[config.mk]
export PLATFORM = sky130hd
export DESIGN_NAME = mdu_iter
export DESIGN_NICKNAME = d
export VERILOG_FILES = /design/src/rtl/mdu_defs.sv /design/src/rtl/mdu_step.sv /design/src/rtl/mdu_iter.sv
export SDC_FILE = /design/constraint.sdc
export NUM_CORES = 1
export LEC_CHECK = 0
export ABC_AREA = 1
export CAP_MARGIN = 15
export CORE_MARGIN = 2
export CORE_UTILIZATION = 45
export CTS_BUF_LIST = sky130_fd_sc_hd__clkbuf_16
export DETAILED_ROUTE_END_ITERATION = 12
export GPL_ROUTABILITY_DRIVEN = 0
export SKIP_CTS_REPAIR_TIMING = 1
export SKIP_LAST_GASP = 1
export SLEW_MARGIN = 20
export SYNTH_ARGS = -nofsm -noshare
export SYNTH_HDL_FRONTEND = slang
export SYNTH_SLANG_ARGS = --single-unit
[constraint.sdc]
create_clock -name i_clk -period 5.3 [get_ports i_clk]
set_input_delay 1.59 -clock i_clk [delete_from_list [all_inputs] [get_ports i_clk]]
set_output_delay 1.59 -clock i_clk [all_outputs]
set_load 0.05 [all_outputs]
[src/rtl/mdu_defs.sv]
// Shared constants, encodings and helpers for the iterative multiply/divide unit.
package mdu_defs;

  localparam int unsigned XLEN  = 32;
  localparam int unsigned ITERS = 32;
  localparam int unsigned CNT_W = $clog2(ITERS);
  localparam int unsigned OP_W  = 3;

  typedef enum logic [OP_W-1:0] {
    OP_MULT  = 3'd0,
    OP_MULTU = 3'd1,
    OP_DIV   = 3'd2,
    OP_DIVU  = 3'd3,
    OP_MTHI  = 3'd4,
    OP_MTLO  = 3'd5
  } op_e;

  typedef enum logic [1:0] {
    S_IDLE = 2'd0,
    S_RUN  = 2'd1,
    S_FIX  = 2'd2,
    S_DONE = 2'd3
  } state_e;

  typedef struct packed {
    logic [XLEN-1:0] hi;
    logic [XLEN-1:0] lo;
  } hilo_t;

  // Op needs the iterative datapath.
  function automatic logic is_muldiv(input logic [OP_W-1:0] op);
    return (op == OP_MULT) || (op == OP_MULTU) || (op == OP_DIV) || (op == OP_DIVU);
  endfunction

  // Op treats its operands as two's complement.
  function automatic logic is_signed_op(input logic [OP_W-1:0] op);
    return (op == OP_MULT) || (op == OP_DIV);
  endfunction

  // Op is a division.
  function automatic logic is_div_op(input logic [OP_W-1:0] op);
    return (op == OP_DIV) || (op == OP_DIVU);
  endfunction

endpackage

[src/rtl/mdu_step.sv]
// One radix-2 iteration on magnitudes: shift-add multiply or restoring divide.
module mdu_step
  import mdu_defs::*;
(
  input  logic            is_div,
  input  logic [XLEN-1:0] hi,
  input  logic [XLEN-1:0] lo,
  input  logic [XLEN-1:0] b,
  output logic [XLEN-1:0] hi_n,
  output logic [XLEN-1:0] lo_n
);

  logic [XLEN:0]   x;
  logic [XLEN+1:0] addend;
  logic [XLEN+1:0] sum;

  // Shared adder: multiply adds b when lo[0] is set, divide trial-subtracts b.
  always_comb begin
    x      = '0;
    addend = '0;
    sum    = '0;
    hi_n   = hi;
    lo_n   = lo;
    if (is_div) begin
      x      = {hi, lo[XLEN-1]};
      addend = ~{2'b00, b};
      sum    = {1'b0, x} + addend + (XLEN+2)'(1);
      if (!sum[XLEN+1]) begin
        hi_n = sum[XLEN-1:0];
        lo_n = {lo[XLEN-2:0], 1'b1};
      end else begin
        hi_n = x[XLEN-1:0];
        lo_n = {lo[XLEN-2:0], 1'b0};
      end
    end else begin
      x      = {1'b0, hi};
      addend = lo[0] ? {2'b00, b} : '0;
      sum    = {1'b0, x} + addend;
      hi_n   = sum[XLEN:1];
      lo_n   = {sum[0], lo[XLEN-1:1]};
    end
  end

endmodule

[src/rtl/mdu_iter.sv]
// Iterative MIPS-style multiply/divide unit with architectural HI/LO registers.
module mdu_iter
  import mdu_defs::*;
(
  input  logic            i_clk,
  input  logic            i_rst_n,
  input  logic            i_start,
  input  logic [OP_W-1:0] i_op,
  input  logic [XLEN-1:0] i_a,
  input  logic [XLEN-1:0] i_b,
  input  logic            i_flush,
  output logic            o_busy,
  output logic            o_done,
  output logic [XLEN-1:0] o_hi,
  output logic [XLEN-1:0] o_lo
);

  state_e          state_q, state_n;
  logic [CNT_W-1:0] cnt_q;
  logic [OP_W-1:0] op_q;
  logic [XLEN-1:0] a_q, b_q;
  logic            neg_a_q, neg_b_q;
  logic [XLEN-1:0] wk_hi_q, wk_lo_q;
  logic [XLEN-1:0] step_hi, step_lo;
  logic [XLEN-1:0] hi_q, lo_q;
  logic            busy_q, done_q;

  logic            idle_like, start_md, start_mt, sgn_in;
  logic [XLEN-1:0] a_mag, b_mag;
  logic [2*XLEN-1:0] prod, prod_neg;
  hilo_t           fix;

  // Request decode and operand magnitudes for a new operation.
  always_comb begin
    idle_like = (state_q == S_IDLE) || (state_q == S_DONE);
    start_md  = idle_like && i_start && is_muldiv(i_op);
    start_mt  = idle_like && i_start && ((i_op == OP_MTHI) || (i_op == OP_MTLO));
    sgn_in    = is_signed_op(i_op);
    a_mag     = (sgn_in && i_a[XLEN-1]) ? -i_a : i_a;
    b_mag     = (sgn_in && i_b[XLEN-1]) ? -i_b : i_b;
  end

  mdu_step u_step (
    .is_div (is_div_op(op_q)),
    .hi     (wk_hi_q),
    .lo     (wk_lo_q),
    .b      (b_q),
    .hi_n   (step_hi),
    .lo_n   (step_lo)
  );

  // Next-state logic; flush wins over everything while busy.
  always_comb begin
    state_n = state_q;
    unique case (state_q)
      S_IDLE: if (start_md) state_n = S_RUN;
      S_RUN: begin
        if (i_flush)            state_n = S_IDLE;
        else if (cnt_q == '0)   state_n = S_FIX;
      end
      S_FIX:  state_n = i_flush ? S_IDLE : S_DONE;
      S_DONE: state_n = start_md ? S_RUN : S_IDLE;
      default: state_n = S_IDLE;
    endcase
  end

  // State register, iteration counter and registered status outputs.
  always_ff @(posedge i_clk or negedge i_rst_n) begin
    if (!i_rst_n) begin
      state_q <= S_IDLE;
      cnt_q   <= '0;
      busy_q  <= 1'b0;
      done_q  <= 1'b0;
    end else begin
      state_q <= state_n;
      busy_q  <= (state_n == S_RUN) || (state_n == S_FIX);
      done_q  <= (state_n == S_DONE);
      if (start_md)
        cnt_q <= CNT_W'(ITERS - 1);
      else if ((state_q == S_RUN) && (cnt_q != '0))
        cnt_q <= cnt_q - CNT_W'(1);
    end
  end

  // Operand latch and working accumulator advanced once per RUN cycle.
  always_ff @(posedge i_clk or negedge i_rst_n) begin
    if (!i_rst_n) begin
      op_q    <= '0;
      a_q     <= '0;
      b_q     <= '0;
      neg_a_q <= 1'b0;
      neg_b_q <= 1'b0;
      wk_hi_q <= '0;
      wk_lo_q <= '0;
    end else if (start_md) begin
      op_q    <= i_op;
      a_q     <= i_a;
      b_q     <= b_mag;
      neg_a_q <= sgn_in && i_a[XLEN-1];
      neg_b_q <= sgn_in && i_b[XLEN-1];
      wk_hi_q <= '0;
      wk_lo_q <= a_mag;
    end else if (state_q == S_RUN) begin
      wk_hi_q <= step_hi;
      wk_lo_q <= step_lo;
    end
  end

  // Sign correction and divide-by-zero result selection.
  always_comb begin
    prod     = {wk_hi_q, wk_lo_q};
    prod_neg = -prod;
    fix.hi   = wk_hi_q;
    fix.lo   = wk_lo_q;
    if (!is_div_op(op_q)) begin
      if (neg_a_q ^ neg_b_q) fix = hilo_t'(prod_neg);
    end else if (b_q == '0) begin
      fix.hi = a_q;
      fix.lo = '1;
    end else begin
      if (neg_a_q ^ neg_b_q) fix.lo = -wk_lo_q;
      if (neg_a_q)           fix.hi = -wk_hi_q;
    end
  end

  // HI/LO: written by FIX (unless flushed) or directly by MTHI/MTLO.
  always_ff @(posedge i_clk or negedge i_rst_n) begin
    if (!i_rst_n) begin
      hi_q <= '0;
      lo_q <= '0;
    end else if ((state_q == S_FIX) && !i_flush) begin
      hi_q <= fix.hi;
      lo_q <= fix.lo;
    end else if (start_mt) begin
      if (i_op == OP_MTHI) hi_q <= i_a;
      else                 lo_q <= i_a;
    end
  end

  assign o_busy = busy_q;
  assign o_done = done_q;
  assign o_hi   = hi_q;
  assign o_lo   = lo_q;

endmodule

* Yosys cells after proc, flatten, opt, wreduce, memory -nomap -nowiden
Index checks and enable logic that the tools add are counted.
Word-level totals: output and inout bits 66, register bits after elaboration 206
Cells by class: add/subtract/negate cells 9, reduce and logical (&&, ||, !) cells 27, muxes and demuxes 30, bitwise operators 2, equality and inequality tests 14
Operator list (count):
- $mux W32 | 18
- $mux W64 | 3
- $neg A32 Y32 | 4
- $neg A64 Y64 | 1
- $add A33 B34 Y34 | 1
- $add A34 B1 Y34 const B | 1
- $not A32 Y34 | 1
- $add A32 B33 Y33 | 1
- $logic_not A32 Y1 | 1
- $eq A3 B2 Y1 const B | 4
- $mux W5 | 2
- $eq A2 B2 Y1 const B | 4
- $logic_or A1 B1 Y1 | 8
- $mux W2 | 4
- $pmux W2 S4 | 1
- $reduce_bool A2 Y1 | 4
- $logic_and A1 B1 Y1 | 7
- $eq A3 B3 Y1 const B | 2
- $logic_not A5 Y1 | 1
- $reduce_bool A5 Y1 | 1
- $sub A5 B1 Y5 const B | 1
- $eq A2 B1 Y1 const B | 2
- $reduce_and A2 Y1 | 2
- $eq A3 B1 Y1 const B | 1
- other kinds (6) | 7

* Depth between registers and ports, before layout
depth in word-level cells 9, depth in mapped cells 19, depth with buffers taken out 17

* Modules after synthesis
Synthesis repeated with hierarchy kept, for this count alone.
Second synthesis, totals: cell total of the unflattened synthesis 3388, area, all modules 19975.4 um^2
By module, submodules not included:
- mdu_iter | times used 1, area an instance 13822.0 um^2, cells an instance 2116
- mdu_step | times used 1, area an instance 6153.4 um^2, cells an instance 1272

* Worst setup path after synthesis
Ideal clock, no wire load.
path kind input to register, start in i_start, end reg busy_q (netlist: o_busy), library setup time 0.126 ns, cell stages on the path 8, path slack 2.280 ns, path buffers 1, data arrival time 2.894 ns, path through inv_1 -> nor2_2 -> nand2_1 -> clkinv_1 -> buf_2 -> a221oi_1 -> o21ai_0 -> ha_1
Between the ends: cells in the longest elaborated chain, start to end 6
RTL lines:
- from (decl) | RTL line mdu_iter.sv:7 | input logic i_start,
- $logic_and A1 B1 Y1 * (2 in a row) | RTL line mdu_iter.sv:36 | start_md = idle_like && i_start && is_muldiv(i_op);
- $mux W1 / $mux W2 (equally long branches) | RTL line mdu_iter.sv:62, mdu_iter.sv:56
- $pmux W2 S4 * | RTL line mdu_iter.sv:55 | unique case (state_q)
- named net state_n[0] | RTL line mdu_iter.sv:18 | state_e state_q, state_n;
- $eq A2 B1 Y1 / $eq A2 B2 Y1 (equally long branches) | RTL line mdu_iter.sv:76 | busy_q <= (state_n == S_RUN) || (state_n == S_FIX);
- $logic_or A1 B1 Y1 * | RTL line mdu_iter.sv:76
- to (signal assigned) | RTL line mdu_iter.sv:76
- to (decl) | RTL line mdu_iter.sv:26 | logic busy_q, done_q;
The timed path passes the listed nets; every way through them passes the cells marked *. A chain may end at the register's enable or synchronous reset.

* Worst setup path in the final report
start in i_op[2], end reg wk_hi_q[10]
Between the ends: cells in the longest elaborated chain, start to end 6
RTL lines:
- from (decl) | RTL line mdu_iter.sv:8 | input logic [OP_W-1:0] i_op,
- $eq A3 B1 Y1 / $logic_not A3 Y1 (equally long branches) | RTL line mdu_defs.sv:32 | return (op == OP_MULT) || (op == OP_MULTU) || (op == OP_DIV) || (op == OP_DIVU);
- $logic_or A1 B1 Y1 (2 in a row) | RTL line mdu_defs.sv:32
- $logic_or A1 B1 Y1 * | RTL line mdu_defs.sv:32
- $logic_and A1 B1 Y1 * | RTL line mdu_iter.sv:36
- $mux W32 / $reduce_bool A2 Y1 (equally long branches)
- to (signal assigned) | RTL line mdu_iter.sv:104 | wk_hi_q <= step_hi;
- to (decl) | RTL line mdu_iter.sv:23 | logic [XLEN-1:0] wk_hi_q, wk_lo_q;
Mark *: on every way between the ends. The rest lies on a longest branch, timed or not.

==> reports/results.ini <==
[yosys]
synth_fp_nets = 3527
yosys.cell_types.count = 59
synth_seq_area_share = 0.254
synth_warnings = 0
ys_ff_latch = 205
syn_inst = 3380
syn_area_per_cell_um2 = 5.98
synth_area_mm2 = 0.0202

[setup_path]
end_kind = register
path_buf_inv = 5
required_ps = 5800
crit_chain = clkdlybuf4s50_1, inv_1, nand2_4, nand2_1, inv_1, buf_4, nand2_1, inv_1, nand3_1, o21ai_1
startpoint_type = input pin
slowest_delay_ps = 520
cpLargestDelayFamily = buffers and inverters
crit_path_top_delay_cell = clkdlybuf4s50_1
cpMostUsedCell = inv_1
critPathArrivalTime_ps = 4160
critPathMaxFanout = 44
worstSetupPathType = input pin to register

[clock_tree]
clock_latency_ps = 570
cts_tree = built
h-tree-depth = 1
clk_pin_slew_worst_paths_ps = 70
root_buffer = clkbuf_16
numCtsBuffers = 27
clock-sinks = 205
cts.path.max_buffers = 3

[pwr]
powerDensity_mw_per_mm2 = 635
vdd_drop_max_mv = 0.387
total_power_mw = 14.5
p_leak_nw = 11.8

[job]
drv_cap = 0

[detailed_routing]
drtIter0Drc = 2924
ant_nets = 0
via_count = 23400
drtPass1Iterations = 7
drcViolationCount = 0
routed_wl_um = 83000
wire_per_inst_um = 20.4
viasPerCell = 5.75

[finish]
final_cell_area_mm2 = 0.0229
final_nets = 3601
diodes = 0
num-fill-cells = 4659
fin_cells = 4064
areaGrowthSynthToFinish_pct = 13.1
final_util = 0.516
drive_above_1_share = 0.0507

[grt]
antenna_found_initial = 0
grt_pass1_vias = 21800
grt_max_degree = 113
grt_pass1_wl_um = 128000
grt-ovfl-total = 0
grt_usage = 0.350

[floorplan]
pin_count = 137
num_rows = 77
dieArea_mm2 = 0.0466
start_util = 0.456
die_w_um = 216
fp.coreArea_mm2 = 0.0443
die_y_um = 216

[timing]
max_slew.worst_pin.slew_ps = 1120
finalHoldViolations = 0
tns_ps = 0
skew_ps = 17.1
setup_viol = 0
drv_slew = 0
worst_slack_ps = 1640
period_share = 0.691
rsz0062_at_grt = no
slew_headroom = 0.251
max_freq_mhz = 273
hold-worst-slack_ps = 486
period_needed_ps = 3660

[placed_design]
dpl_cell_area_mm2 = 0.0220
dp_slack_ps = 1140
port_buffers = 136
dp_hpwl_um = 64400
dp.cells = 4017

[status]
status = completed

[min_path]
min_path_type = register to register

## layout make-up
| type | count | area (um2) | share of cell area |
|---|---|---|---|
| clock buffer | 27 | 676 | 0.0296 |
| multi-input combinational | 2557 | 12600 | 0.553 |
| sequential | 205 | 5130 | 0.224 |
| timing repair buffer | 164 | 1590 | 0.0695 |
| clock inverter | 20 | 205 | 0.00898 |
| inverter | 499 | 1870 | 0.0820 |
| tap | 592 | 741 | 0.0324 |
## report_power, final
part | total [mW] | internal, mW | switching, mW
clock network | 1.89 | 1.12 | 0.776
registers | 3.08 | 2.22 | 0.868
logic | 9.55 | 2.90 | 6.65
## synthesized netlist by cell type, drive strengths merged
library cell | number | area, um2
a21boi | 2 | 15.0
a21o | 4 | 30.0
a21oi | 110 | 566
a221oi | 1 | 8.76
a22oi | 1 | 7.51
a311oi | 1 | 8.76
a31oi | 13 | 81.3
a32oi | 6 | 52.6
and2 | 3 | 18.8
buf | 60 | 365
clkbuf | 59 | 221
clkinv | 5 | 20.0
dfrtp | 205 | 5130
fa | 2 | 40.0
ha | 74 | 926
inv | 494 | 1850
nand2 | 1122 | 4260
nand2b | 1 | 6.26
nand3 | 367 | 1860
nand3b | 14 | 109
nand4 | 64 | 413
nor2 | 323 | 1340
nor3 | 40 | 225
nor4 | 13 | 96.3
o2111ai | 2 | 17.5
o211ai | 45 | 438
o21a | 1 | 7.51
o21ai | 242 | 1230
o21bai | 8 | 60.1
o221ai | 3 | 26.3
o22ai | 8 | 50.1
o31ai | 6 | 45.0
or2 | 9 | 56.3
xnor2 | 8 | 70.1
xor2 | 64 | 561
## layer usage
metal  routed length (um)  GRT usage
met5                    0          0
met4                 2990      0.107
met3                 9980     0.0761
met2                33900      0.507
met1                36100      0.516
## tightest hold or removal path, cell delays in order (launching register included)
cell and delay, ps:
dfrtp_1 340, nand2_1 60, nand2_1 60
## kinds of logic (layout without fill, tap and decap cells)
family,Yosys count,count (layout),synth area share
simple gates,1956,1956,0.415
buf+inv,618,710,0.122
compound gates,453,453,0.131
flops,205,205,0.254
fa+ha+maj,76,76,0.0478
xor+xnor,72,72,0.0312
## layout by cell type (no fill, tap or decap), types with 7 or more instances in the layout
| cell type | instances |
|---|---|
| o22ai_1 | 8 |
| nor2_4 | 11 |
| a31oi_1 | 13 |
| buf_4 | 27 |
| inv_2 | 18 |
| o211ai_1 | 25 |
| nor3_1 | 35 |
| nand2_1 | 1107 |
| nor2_1 | 296 |
| o211ai_2 | 20 |
| nand3b_1 | 13 |
| xnor2_1 | 8 |
| nor4_1 | 12 |
| nor2_2 | 15 |
| o21bai_1 | 8 |
| inv_1 | 481 |
| nand3_1 | 363 |
| ha_1 | 74 |
| clkbuf_16 | 27 |
| o21ai_0 | 211 |
| or2_2 | 7 |
| clkdlybuf4s50_1 | 135 |
| dfrtp_1 | 205 |
| a21oi_1 | 108 |
| o21ai_1 | 27 |
| nand4_1 | 62 |
| nand2_2 | 12 |
| xor2_1 | 64 |
## registers in the layout, summed over array words and instances, names as in the netlist
register  count
state_q       2
o_lo         32
o_hi         32
op_q          2
neg_a_q       1
wk_lo_q      32
o_done        1
neg_b_q       1
wk_hi_q      32
a_q          32
o_busy        1
cnt_q         5
b_q          32
## path summary, 6_finish.rpt
| kind | slack (ps) | to | startpoint | cells after the start |
|---|---|---|---|---|
| worst min register to register | 490 | a_q[11] | a_q[11] | 2 |
| worst max register to register | 1770 | wk_hi_q[25] | wk_lo_q[0] | 16 |
| max in group asynchronous | 3180 | wk_lo_q[6] | i_rst_n | 2 |
| worst max-delay path | 1640 | wk_hi_q[10] | i_op[2] | 10 |
| min in group asynchronous | 1070 | wk_hi_q[20] | i_rst_n | 1 |
| worst min-delay path | 490 | a_q[11] | a_q[11] | 2 |
Note: power is estimated with default switching activity, not from simulation.
